==> src/rtl/traffic_intersection_ctrl.sv <==
// rtl/traffic_intersection_ctrl.sv - two-road intersection sequencer with pedestrian walk phase
module traffic_intersection_ctrl #(
    parameter int TW       = 6,
    parameter int GREEN_T  = 25,
    parameter int YELLOW_T = 3,
    parameter int ALLRED_T = 2,
    parameter int WALK_T   = 10
) (
    input  logic          clk,
    input  logic          rst_n,
    input  logic          tick,
    input  logic          ped_req,
    output logic [1:0]    ns_led,
    output logic [1:0]    ew_led,
    output logic          walk,
    output logic          ped_wait,
    output logic [TW-1:0] timer_value
);

    localparam logic [2:0] S_ALLRED_A  = 3'd0;
    localparam logic [2:0] S_NS_GREEN  = 3'd1;
    localparam logic [2:0] S_NS_YELLOW = 3'd2;
    localparam logic [2:0] S_ALLRED_B  = 3'd3;
    localparam logic [2:0] S_EW_GREEN  = 3'd4;
    localparam logic [2:0] S_EW_YELLOW = 3'd5;
    localparam logic [2:0] S_PED_WALK  = 3'd6;

    localparam logic DIR_NS = 1'b0;
    localparam logic DIR_EW = 1'b1;

    localparam logic [TW-1:0] D_GREEN  = TW'(GREEN_T);
    localparam logic [TW-1:0] D_YELLOW = TW'(YELLOW_T);
    localparam logic [TW-1:0] D_ALLRED = TW'(ALLRED_T);
    localparam logic [TW-1:0] D_WALK   = TW'(WALK_T);

    logic [2:0]    state;
    logic [2:0]    nxt_state;
    logic [TW-1:0] nxt_dur;
    logic          next_dir;
    logic          expire;

    // A phase ends only on the tick that would take the countdown past 1.
    assign expire = tick && (timer_value == TW'(1));

    // Next phase selection; the latched ped_wait (not the live button) decides walk insertion.
    always_comb begin
        nxt_state = state;
        if (expire) begin
            case (state)
                S_ALLRED_A:  nxt_state = ped_wait ? S_PED_WALK : S_NS_GREEN;
                S_NS_GREEN:  nxt_state = S_NS_YELLOW;
                S_NS_YELLOW: nxt_state = S_ALLRED_B;
                S_ALLRED_B:  nxt_state = ped_wait ? S_PED_WALK : S_EW_GREEN;
                S_EW_GREEN:  nxt_state = S_EW_YELLOW;
                S_EW_YELLOW: nxt_state = S_ALLRED_A;
                S_PED_WALK:  nxt_state = (next_dir == DIR_NS) ? S_NS_GREEN : S_EW_GREEN;
                default:     nxt_state = S_ALLRED_A;
            endcase
        end
    end

    // Duration loaded into the countdown when a phase is entered.
    always_comb begin
        nxt_dur = D_ALLRED;
        case (nxt_state)
            S_NS_GREEN, S_EW_GREEN:   nxt_dur = D_GREEN;
            S_NS_YELLOW, S_EW_YELLOW: nxt_dur = D_YELLOW;
            S_PED_WALK:               nxt_dur = D_WALK;
            default:                  nxt_dur = D_ALLRED;
        endcase
    end

    // State, countdown, direction memory, request latch and registered lights.
    always_ff @(posedge clk) begin
        if (!rst_n) begin
            state       <= S_ALLRED_A;
            timer_value <= D_ALLRED;
            next_dir    <= DIR_NS;
            ped_wait    <= 1'b0;
            ns_led      <= 2'b00;
            ew_led      <= 2'b00;
            walk        <= 1'b0;
        end else begin
            state <= nxt_state;

            if (expire) begin
                timer_value <= nxt_dur;
            end else if (tick) begin
                timer_value <= timer_value - TW'(1);
            end

            if (expire && state == S_NS_YELLOW) begin
                next_dir <= DIR_EW;
            end else if (expire && state == S_EW_YELLOW) begin
                next_dir <= DIR_NS;
            end

            if (expire && nxt_state == S_PED_WALK) begin
                ped_wait <= 1'b0;
            end else if (ped_req && state != S_PED_WALK) begin
                ped_wait <= 1'b1;
            end

            ns_led <= (nxt_state == S_NS_GREEN)  ? 2'b01 :
                      (nxt_state == S_NS_YELLOW) ? 2'b10 : 2'b00;
            ew_led <= (nxt_state == S_EW_GREEN)  ? 2'b01 :
                      (nxt_state == S_EW_YELLOW) ? 2'b10 : 2'b00;
            walk   <= (nxt_state == S_PED_WALK);
        end
    end

endmodule
==> config.mk <==
export PLATFORM = sky130hd
export DESIGN_NAME = traffic_intersection_ctrl
export DESIGN_NICKNAME = d
export VERILOG_FILES = /design/src/rtl/traffic_intersection_ctrl.sv
export SDC_FILE = /design/constraint.sdc
export NUM_CORES = 1
export LEC_CHECK = 0
export ABC_AREA = 1
export BUFFER_PORTS_ARGS = -buffer_cell sky130_fd_sc_hd__buf_2
export CAP_MARGIN = 20
export CELL_PAD_IN_SITES_DETAIL_PLACEMENT = 1
export CELL_PAD_IN_SITES_GLOBAL_PLACEMENT = 2
export CORE_ASPECT_RATIO = 0.6
export CORE_UTILIZATION = 29
export CTS_CLUSTER_SIZE = 8
export DETAILED_ROUTE_END_ITERATION = 8
export PLACE_DENSITY = 0.73
export SETUP_SLACK_MARGIN = 0.05
export SLEW_MARGIN = 20
export SYNTH_ARGS = -nofsm -noshare
export SYNTH_HDL_FRONTEND = slang
export SYNTH_SLANG_ARGS = --single-unit
export TNS_END_PERCENT = 1
==> constraint.sdc <==
create_clock -name clk -period 2.08 [get_ports clk]
set_input_delay 0.208 -clock clk [delete_from_list [all_inputs] [get_ports clk]]
set_output_delay 0.208 -clock clk [all_outputs]
set_load 0.01 [all_outputs]
==> results of run 1 <==
[final timing paths]
kind / start / endpoint / cells past startpoint
worst max-delay path: timer_value[1] / timer_value[0] / 14
worst min-delay path: rst_n / timer_value[1] / 2
worst max register to register: timer_value[1] / timer_value[0] / 14
worst min register to register: timer_value[5] / timer_value[5] / 1
[per-layer routing]
metal	vias up	track usage, %	part of all wire (%)
met5	-	0	0
met4	0	4.53	0.83
met3	5	4.65	6.2
met2	22	24.0	40
met1	395	24.0	53
li1	462	-	-
[stage by stage]
| step | hold WS [ns] | area (um^2) | setup slack [ns] | power [mW] |
|---|---|---|---|---|
| 2_1_floorplan | 0.307 | 913 | 0.438 | 0.459 |
| 3_3_place_gp | 0.439 | 1040 | 0.149 | 0.506 |
| 3_5_place_dp | 0.452 | 1040 | 0.0846 | 0.508 |
| 4_1_cts | 0.180 | 1120 | 0.148 | 0.795 |
| 5_1_grt | 0.185 | 1130 | 0.0953 | 0.834 |
| 6_report | 0.184 | 1130 | 0.235 | 0.786 |
[cells by family (layout without fill, tap and decap cells)]
group / after synthesis / in the layout / synth area share, %
XOR/XNOR: 3 / 3 / 2.88
AO/OA/AOI/OAI: 12 / 12 / 7.26
flip-flops: 16 / 16 / 35.1
buffers and inverters: 21 / 44 / 10.0
AND/OR/NAND/NOR: 78 / 78 / 42.1
adder cells (fa/ha/maj): 2 / 2 / 2.74
[synth_stat cells]
cell	count	area [um^2]
o21ai_0	6	30.0
xor2_1	3	26.3
inv_4	1	6.26
nand4_1	1	6.26
nor2_4	3	33.8
nor3_1	1	5.00
a31oi_1	1	6.26
nor2_1	23	86.3
a211oi_1	1	7.51
o211ai_1	1	7.51
inv_1	15	56.3
dfxtp_1	16	320
nand3b_1	2	15.0
buf_2	1	5.00
ha_1	2	25.0
nand2_4	1	11.3
nor4_1	2	12.5
clkbuf_1	1	3.75
nand2_1	29	109
nand3_4	1	17.5
nand2_2	6	37.5
inv_2	1	3.75
nand3_2	1	10.0
nand3_1	8	40.0
a21oi_1	3	15.0
clkinv_2	1	5.00
buf_6	1	11.3
[report_power, final]
| part | switching (mW) | internal, mW | leakage (nW) |
|---|---|---|---|
| registers | 0.0202 | 0.324 | 0.131 |
| clock network | 0.112 | 0.168 | 0.0288 |
| logic | 0.102 | 0.0600 | 0.403 |
| total | 0.233 | 0.552 | 0.563 |
[layout make-up]
| class | instances | area [um^2] | share of cell area [%] |
|---|---|---|---|
| sequential | 16 | 320 | 28.2 |
| inverter | 18 | 75.1 | 6.62 |
| multi-input combinational | 95 | 504 | 44.4 |
| timing repair buffer | 22 | 128 | 11.2 |
| tap | 42 | 52.6 | 4.63 |
| clock buffer | 4 | 55.1 | 4.85 |
[sequential cells by signal, summed over array words and instances, names as in the netlist]
name	cells
walk	1
ped_wait	1
ew_led	2
next_dir	1
ns_led	2
state	3
timer_value	6
[repair_timing]
item	4_1_cts	5_1_grt
setup endpoints to repair	1	4
setup buffers	4	1
gates resized for setup	0	4
pin swaps	1	1
==> metrics.md, run 1 <==
| Metric | Value |
|---|---|
| Status | `finished, final reports clean` |
| Largest net degree at the start of global routing | `15` |
| Most common cell after layout, fill and taps aside | `nand2_1` |
| Skew final | `0.00916 ns` |
| Period utilization | `approximately 89%` |
| ANT nets after route | `0` |
| Worst-Skew Late Latency | `roughly 0.25 ns` |
| Final Hold Fails | `0` |
| Nets@finish | `around 160` |
| Delay-heaviest family, CP | `simple AND/OR/NAND/NOR gates` |
| Row count | `15` |
| CP peak stage delay | `around 0.34 ns` |
| # setup viols final | `0` |
| Setup_tns | `0 ns` |
| Max-cap viol count | `0` |
| Fill count | `393` |
| Post-synth cell types | `27` |
| Grt ovf | `0` |
| GRT Total Usage | `about 17%` |
| Final Util | `approximately 39%` |
| Worst-path cell chain | `inv_2 > ha_1 > inv_1 > nor2_2 > nand3_4 > buf_4 > nand2_2 > nand2_4 > nand3_1 > nand2_1 > nand2_2 > nand2_1 > nor2_1 > nor2_1` |
| Seq cells post-synth | `16` |
| Critical Setup Path Class | `flip-flop to flip-flop` |
| Peak Freq | `around 540 MHz` |
| DRC Markers | `0` |
| Via-per-instance ratio | `4.49` |
| Drt pass-1 iters | `4` |
| Final wirelength | `between 2000 and 2500 um` |
| Avg Inst Size Synth | `around 6.9 um^2` |
| Ant. Diodes | `0` |
| Num ports | `16` |
| IO buf count | `15` |
| GP Congestion | `approximately 0.83` |
| Clock slew at reported path FFs | `roughly 0.07 ns` |
| H-tree depth | `1` |
| Worst path slowest cell | `dfxtp_1` |
| Hold_buf cts | `0` |
| Cell count after synthesis | `132` |
| Longest Clk Path Bufs | `2` |
| Num CTS Buffers | `3` |
| Startpoint types | `flip-flop` |
| Register area share after synthesis | `around a third` |
| Max-slew violations | `0` |
| Most frequent cells in the layout | `29 x nand2_1, 22 x nor2_1, 16 x dfxtp_1` |
| Critical path required time | `between 2 and 2.5 ns` |
| Initial Util | `31.2%` |
| Syn. warnings | `0` |
| Maximum vdd drop | `275 uV` |
| Die Y | `between 40 and 50 um` |
| Reg2reg setup slack | `about 0.24 ns` |
| Die width | `between 70 and 80 um` |
| Worst path bufs/invs | `3` |
| Mapped Area | `approximately 910 um^2` |
| Initial DRC Count | `32` |
| Setup crit end kind | `flip-flop` |
| Tightest Pin Transition | `0.450 ns` |
| Worst min path class | `input port to flip-flop` |
| Core area | `0.00293 mm^2` |
| Via count | `approximately 900` |
| Slew margin rel. | `a little over two thirds` |
| Detailed Place HPWL | `1900 um` |
| Worst EP arrival | `1.99 ns` |
| Synth Net Count | `approximately 140` |
| Pwr Density | `between 600 and 700 mW/mm^2` |
| P&R area growth vs syn | `24.2%` |
| CP max FO | `7` |
| Vias in the first global route | `848` |
| DR WL/cell | `12.3 um` |
| Root Driver | `clkbuf_8` |
| RSZ-0062 raised after global routing | `no` |
| Dpl cells | `roughly 190` |
| Clk sink count | `16` |
| Layout cells sized above 1 | `between 20% and 30%` |
| Final Non-Filler Cells | `197` |
| Die area | `roughly 0.0034 mm^2` |
| CTS tree | `built` |
| LEAKAGE | `between 0.5 and 0.6 nW` |
| Initial antenna violation count | `0` |
| Period minus WS final | `1.84 ns` |
| Global-route wire length before repair | `around 4000 um` |
Power figures use the tool's default switching activity.
==> run 2, diff against run 1 <==
CORE_UTILIZATION = 31   (was 29)
PLACE_DENSITY = 0.77   (was 0.73)
clock period = 2.25 ns   (was 2.08 ns; I/O delays follow)
==> run 2 against run 1 <==
  * Power is 7.6% lower
  * Design area is 5.4% lower
  * Global-route usage hardly changed
  * Cell count is 4.6% lower
  * Clock power is 5% lower
  * Via count is 5.2% lower
==> metrics.md, run 2 (same netlist as run 1, synthesis figures left out) <==
| Metric | Value |
|---|---|
| Maximum vdd drop | `approximately 200 uV` |
| Skew final | `0.0119 ns` |
| Most frequent cells in the layout | `29 x nand2_1, 23 x nor2_1, 16 x dfxtp_1` |
| Critical Setup Path Class | `flip-flop to flip-flop` |
| FF-to-FF End | `timer_value[0]` |
| Worst R2R Start | `timer_value[1]` |
| Clk sink count | `16` |
| Worst-path cell chain | `inv_1 > ha_1 > inv_1 > nor2_1 > nand3_4 > clkinv_2 > nand2_1 > nand2_4 > inv_4 > nand3_2 > nand2_1 > nand2_2 > nand2_1 > nor2_1 > nor2_1` |
| Setup_tns | `0 ns` |
| Num ports | `16` |
| Max FFs per register | `6` |
| Hold_buf cts | `0` |
| Final wirelength | `between 2000 and 2500 um` |
| Worst path slowest cell | `dfxtp_1` |
| Num CTS Buffers | `3` |
| Setup WS pre-CTS | `between 0.3 and 0.4 ns` |
| Tightest Pin Transition | `around 0.45 ns` |
| Reg with most FFs | `timer_value` |
| PostCTS Resize Cnt | `0` |
| Reg2reg path depth | `15` |
| Layout cells sized above 1 | `between 20% and 30%` |
| RSZ-0062 raised after global routing | `no` |
| DR WL/cell | `roughly 13 um` |
| Period utilization | `about 87%` |
| Final Non-Filler Cells | `about 190` |
| Reg2reg setup slack | `about 0.29 ns` |
| Startpoint types | `flip-flop` |
| Drt pass-1 iters | `4` |
| Die area | `0.00317 mm^2` |
| Longest Clk Path Bufs | `2` |
| Setup crit start | `timer_value[1]` |
| Worst min path class | `input port to flip-flop` |
| Initial DRC Count | `between 40 and 50` |
| Peak Freq | `510 MHz` |
| Status | `finished, final reports clean` |
| Max-slew violations | `0` |
| Critical path required time | `roughly 2.4 ns` |
| Initial antenna violation count | `0` |
| Core area | `~0.0026 mm^2` |
| Detailed Place HPWL | `between 1500 and 2000 um` |
| Slew margin rel. | `70.3%` |
| Via count | `between 800 and 900` |
| CP max FO | `13` |
| Initial Util | `34.5%` |
| Die width | `between 70 and 80 um` |
| Pwr Density | `677 mW/mm^2` |
| Period minus WS final | `approximately 2.0 ns` |
| Setup crit end kind | `flip-flop` |
| Largest net degree at the start of global routing | `15` |
| Biggest regs | `timer_value (6), state (3)` |
| Clock slew at reported path FFs | `approximately 0.08 ns` |
| Worst-Skew Late Latency | `around 0.26 ns` |
| CP peak stage delay | `between 0.3 and 0.4 ns` |
| Most common cell after layout, fill and taps aside | `nand2_1` |
| Dpl cells | `around 180` |
| CTS tree | `built` |
| Die Y | `approximately 44 um` |
| Post-CTS Setup Bufs | `0` |
| Fill count | `about 340` |
| Row count | `14` |
| Final Instance Area | `approximately 0.0011 mm^2` |
| P&R area growth vs syn | `17.5%` |
| Grt ovf | `0` |
| IO buf count | `15` |
| LEAKAGE | `~0.53 nW` |
| Max-cap viol count | `0` |
| Via-per-instance ratio | `4.46` |
| DRC Markers | `0` |
| GP Congestion | `roughly 0.84` |
| GRT Total Usage | `16.6%` |
| ANT nets after route | `0` |
| Placement-stage cell area | `roughly 0.0010 mm^2` |
| Ant. Diodes | `0` |
| Vias in the first global route | `~760` |
| Worst EP arrival | `about 2.1 ns` |
| Delay-heaviest family, CP | `simple AND/OR/NAND/NOR gates` |
| Final Hold Fails | `0` |
| Worst setup margin | `roughly 0.29 ns` |
| Root Driver | `clkbuf_8` |
| Cell depth of the worst setup path | `15` |
| H-tree depth | `1` |
| Nets@finish | `between 150 and 200` |
| Worst path bufs/invs | `4` |
| # setup viols final | `0` |
| Global-route wire length before repair | `3850 um` |
| Critical Path Sink | `timer_value[0]` |
[run 2: cell types whose count changed in the layout (fill, tap and decap cells not counted)]
cell	delta
inv_1	+1
inv_2	-1
nor2_1	+1
buf_4	-7
inv_6	-1
clkinv_2	+1
nor2_2	-1
[run 2: area by class of cell]
class	instances	area, um^2	area share, %
multi-input cells	95	502	46.7
flip-flops and latches	16	320	29.8
repair buffers	15	75.1	6.99
inverters	18	71.3	6.64
clock buffers	4	55.1	5.13
well taps	40	50.0	4.66
[run 2: how the worst min path moves through the flow]
stage                     depth (start not counted)              to  slack, ns  startpoint
after global routing                              2  timer_value[1]       0.20       rst_n
after global placement                            2  timer_value[1]       0.45       rst_n
after floorplan                                   1  timer_value[1]       0.32       rst_n
final                                             2  timer_value[1]       0.20       rst_n
after CTS                                         2  timer_value[1]       0.20       rst_n
after detailed placement                          2  timer_value[1]       0.47       rst_n
[run 2: per-stage QoR]
step / util, % / hold slack (ns) / total power [mW]
floorplan: - / 0.324 / 0.424
global placement: 38.5 / 0.455 / 0.467
detailed placement: 38.5 / 0.475 / 0.467
CTS: 40.6 / 0.200 / 0.734
global route: 40.6 / 0.199 / 0.767
finish: 40.6 / 0.202 / 0.726
[run 2: metal layers]
metal,global-route usage [%],up-vias,wire length [um]
met4,3.53,0,8
li1,-,444,-
met1,27.8,379,1470
met2,19.6,13,827
met3,4.78,2,95
met5,0,-,0
[run 2: where the power goes]
group / internal [mW] / leakage (nW) / switching [mW]
Clock: 0.155 / 0.0288 / 0.110
Sequential: 0.300 / 0.131 / 0.0188
Combinational: 0.0512 / 0.375 / 0.0911
==> run 3, diff against run 2 <==
--- a/config.mk
+++ b/config.mk
@@ -12,8 +12,8 @@
 export CELL_PAD_IN_SITES_GLOBAL_PLACEMENT = 2
 export CORE_ASPECT_RATIO = 0.6
-export CORE_UTILIZATION = 31
+export CORE_UTILIZATION = 26
 export CTS_CLUSTER_SIZE = 8
 export DETAILED_ROUTE_END_ITERATION = 8
-export PLACE_DENSITY = 0.77
+export PLACE_DENSITY = 0.69
 export SETUP_SLACK_MARGIN = 0.05
 export SLEW_MARGIN = 20
==> constraint.sdc (replaced) <==
create_clock -name clk -period 1.58 [get_ports clk]
set_input_delay 0.079 -clock clk [delete_from_list [all_inputs] [get_ports clk]]
set_output_delay 0.079 -clock clk [all_outputs]
set_load 0.01 [all_outputs]
==> run 3 against run 2 <==
  * The flow now finishes with violations (negative setup slack)
  * Core utilization up 1.2 points
  * Die area up 18%
  * Worst setup slack worse by 0.40 ns
  * Global-route usage down 0.52 points
  * Design area up 28%
  * Combinational power up 120%
  * Critical path type unchanged
  * Largest power group unchanged
  * Highest routed layer unchanged
==> metrics.md, run 3 (same netlist as run 1, synthesis figures left out) <==
| Metric | Value |
|---|---|
| Status | `finished with violations` |
| Failing checks | `negative setup slack` |
| Layout cells sized above 1 | `~44%` |
| CTS tree | `built` |
| Period utilization | `107%` |
| Clk sink count | `16` |
| Vias in the first global route | `between 800 and 900` |
| Met3 wire len | `about 76 um` |
| Via-per-instance ratio | `between 4 and 5` |
| CP peak stage delay | `roughly 0.32 ns` |
| Uppermost layer routed | `met4` |
| GP Congestion | `roughly 0.78` |
| Tightest Pin Transition | `around 0.50 ns` |
| Num CTS Buffers | `3` |
| Most common cell after layout, fill and taps aside | `buf_4` |
| Initial DRC Count | `between 40 and 50` |
| Total Power | `approximately 1.1 mW` |
| P&R area growth vs syn | `51.0%` |
| Nets@finish | `186` |
| Worst path bufs/invs | `3` |
| Longest Clk Path Bufs | `2` |
| Root Driver | `clkbuf_8` |
| IO buf count | `15` |
| Worst min path class | `input port to flip-flop` |
| Via count | `between 900 and 1000` |
| Max-slew violations | `0` |
| CP max FO | `5` |
| Slew margin rel. | `66.4%` |
| Final Hold Fails | `0` |
| Peak Freq | `between 500 and 600 MHz` |
| Reg with most FFs | `timer_value` |
| Final Instance Area | `around 0.0014 mm^2` |
| Setup crit end kind | `flip-flop` |
| H-tree depth | `1` |
| Met1 WL | `between 1500 and 2000 um` |
| Initial antenna violation count | `0` |
| Die width | `between 70 and 80 um` |
| Pwr Density | `about 830 mW/mm^2` |
| Detailed Place HPWL | `~2200 um` |
| Maximum vdd drop | `~280 uV` |
| Register area | `approximately 330 um^2` |
| LEAKAGE | `approximately 0.7 nW` |
| Final wirelength | `2750 um` |
| Grt ovf | `0` |
| Delay-heaviest family, CP | `simple AND/OR/NAND/NOR gates` |
| RSZ-0062 raised after global routing | `yes` |
| Die area | `around 0.0038 mm^2` |
| Biggest regs | `timer_value (6), state (3)` |
| Final Util | `between 40% and 50%` |
| Multi-input logic area | `553 um^2` |
| # setup viols final | `7` |
| DR WL met2 | `1160 um` |
| Period minus WS final | `1.69 ns` |
| Largest net degree at the start of global routing | `15` |
| Critical path required time | `around 1.7 ns` |
| Initial Util | `~28%` |
| Placement-stage cell area | `between 0.001 and 0.0015 mm^2` |
| ANT nets after route | `0` |
| Hold_buf cts | `0` |
| Skew final | `roughly 0.0045 ns` |
| Die Y | `roughly 48 um` |
| Core area | `about 0.0033 mm^2` |
| Num ports | `16` |
| Worst setup margin | `-0.105 ns` |
| Most used cell along the critical path | `nand2_2` |
| DRC Markers | `0` |
| Max-cap viol count | `0` |
| Drt pass-1 iters | `4` |
| DR WL/cell | `12.3 um` |
| Startpoint types | `flip-flop` |
| Fill count | `432` |
| Critical Setup Path Class | `flip-flop to flip-flop` |
| Max FFs per register | `6` |
| Clock slew at reported path FFs | `0.07 ns` |
| Worst path slowest cell | `dfxtp_2` |
| Worst-path cell chain | `inv_2 > ha_4 > inv_2 > nor2_4 > nand3_4 > buf_6 > nor2_4 > nand2_2 > nand2_2 > nand3_2 > nand2_2 > nand2_4 > nand2_2 > o211ai_1` |
| Global-route wire length before repair | `~4300 um` |
| Row count | `16` |
| Worst EP arrival | `between 1.5 and 2 ns` |
| Reg2reg setup slack | `-0.11 ns` |
| Ant. Diodes | `0` |
| Worst-Skew Late Latency | `0.26 ns` |
| Most frequent cells in the layout | `30 x buf_4, 26 x nand2_1, 21 x nor2_1` |
| GRT Total Usage | `16.1%` |
run 3: changes by cell type in the layout (fill, tap and decap cells not counted), moves of 2 or more:
cell,change
buf_4,+30
dfxtp_1,-4
dfxtp_2,+3
inv_1,-2
inv_2,+2
nand2_1,-3
nand2_4,+2
nor2_1,-2
run 3: repair_timing:
| item | in CTS | in global routing |
|---|---|---|
| pin swaps | 10 | 2 |
| endpoints found under the setup margin | 9 | 11 |
| setup buffers | 5 | 0 |
| resized for setup | 9 | 2 |
| gates cloned | 0 | 0 |
run 3: through the flow:
step | TNS, ns | std cells | worst slack (ns) | hold WS (ns)
global placement | -0.307 | 215 | -0.117 | 0.345
floorplan | 0 | 132 | 0.0328 | 0.178
global route | -1.43 | 224 | -0.234 | 0.0876
CTS | -0.451 | 224 | -0.106 | 0.0696
finish | -0.380 | 224 | -0.105 | 0.0723
detailed placement | -0.543 | 215 | -0.151 | 0.343
run 3: worst register-to-register path: cells and delay by family (launching register included):
kind / cells / cell delay (ns)
AND/OR/NAND/NOR: 9 / 0.73
flip-flops: 1 / 0.32
buffers and inverters: 3 / 0.28
adder cells (fa/ha/maj): 1 / 0.13
AO/OA/AOI/OAI: 1 / 0.09
run 3: path summary, 6_finish.rpt:
| check | depth (start not counted) | endpoint | from |
|---|---|---|---|
| hold / removal | 2 | timer_value[1] | rst_n |
| setup / recovery | 14 | timer_value[1] | timer_value[1] |
| setup reg to reg | 14 | timer_value[1] | timer_value[1] |
| hold reg to reg | 2 | timer_value[0] | timer_value[0] |
run 3: power by group:
part,leakage (nW),total [mW],switching [mW],internal (mW)
Clock,0.0288,0.378,0.157,0.222
Combinational,0.537,0.309,0.162,0.146
Sequential,0.132,0.451,0.0228,0.428
run 3: layer usage:
| metal | global-route usage [%] | vias to the layer above |
|---|---|---|
| li1 | - | 508 |
| met1 | 23.0 | 432 |
| met2 | 23.0 | 15 |
| met3 | 4.57 | 2 |
| met4 | 5.56 | 0 |
| met5 | 0 | - |
run 3: final cells by class:
class | count | share of cell area, %
timing repair buffer | 46 | 22.6
tap | 45 | 4.08
inverter | 18 | 5.44
sequential | 16 | 23.8
clock buffer | 4 | 3.99
multi-input combinational | 95 | 40.1
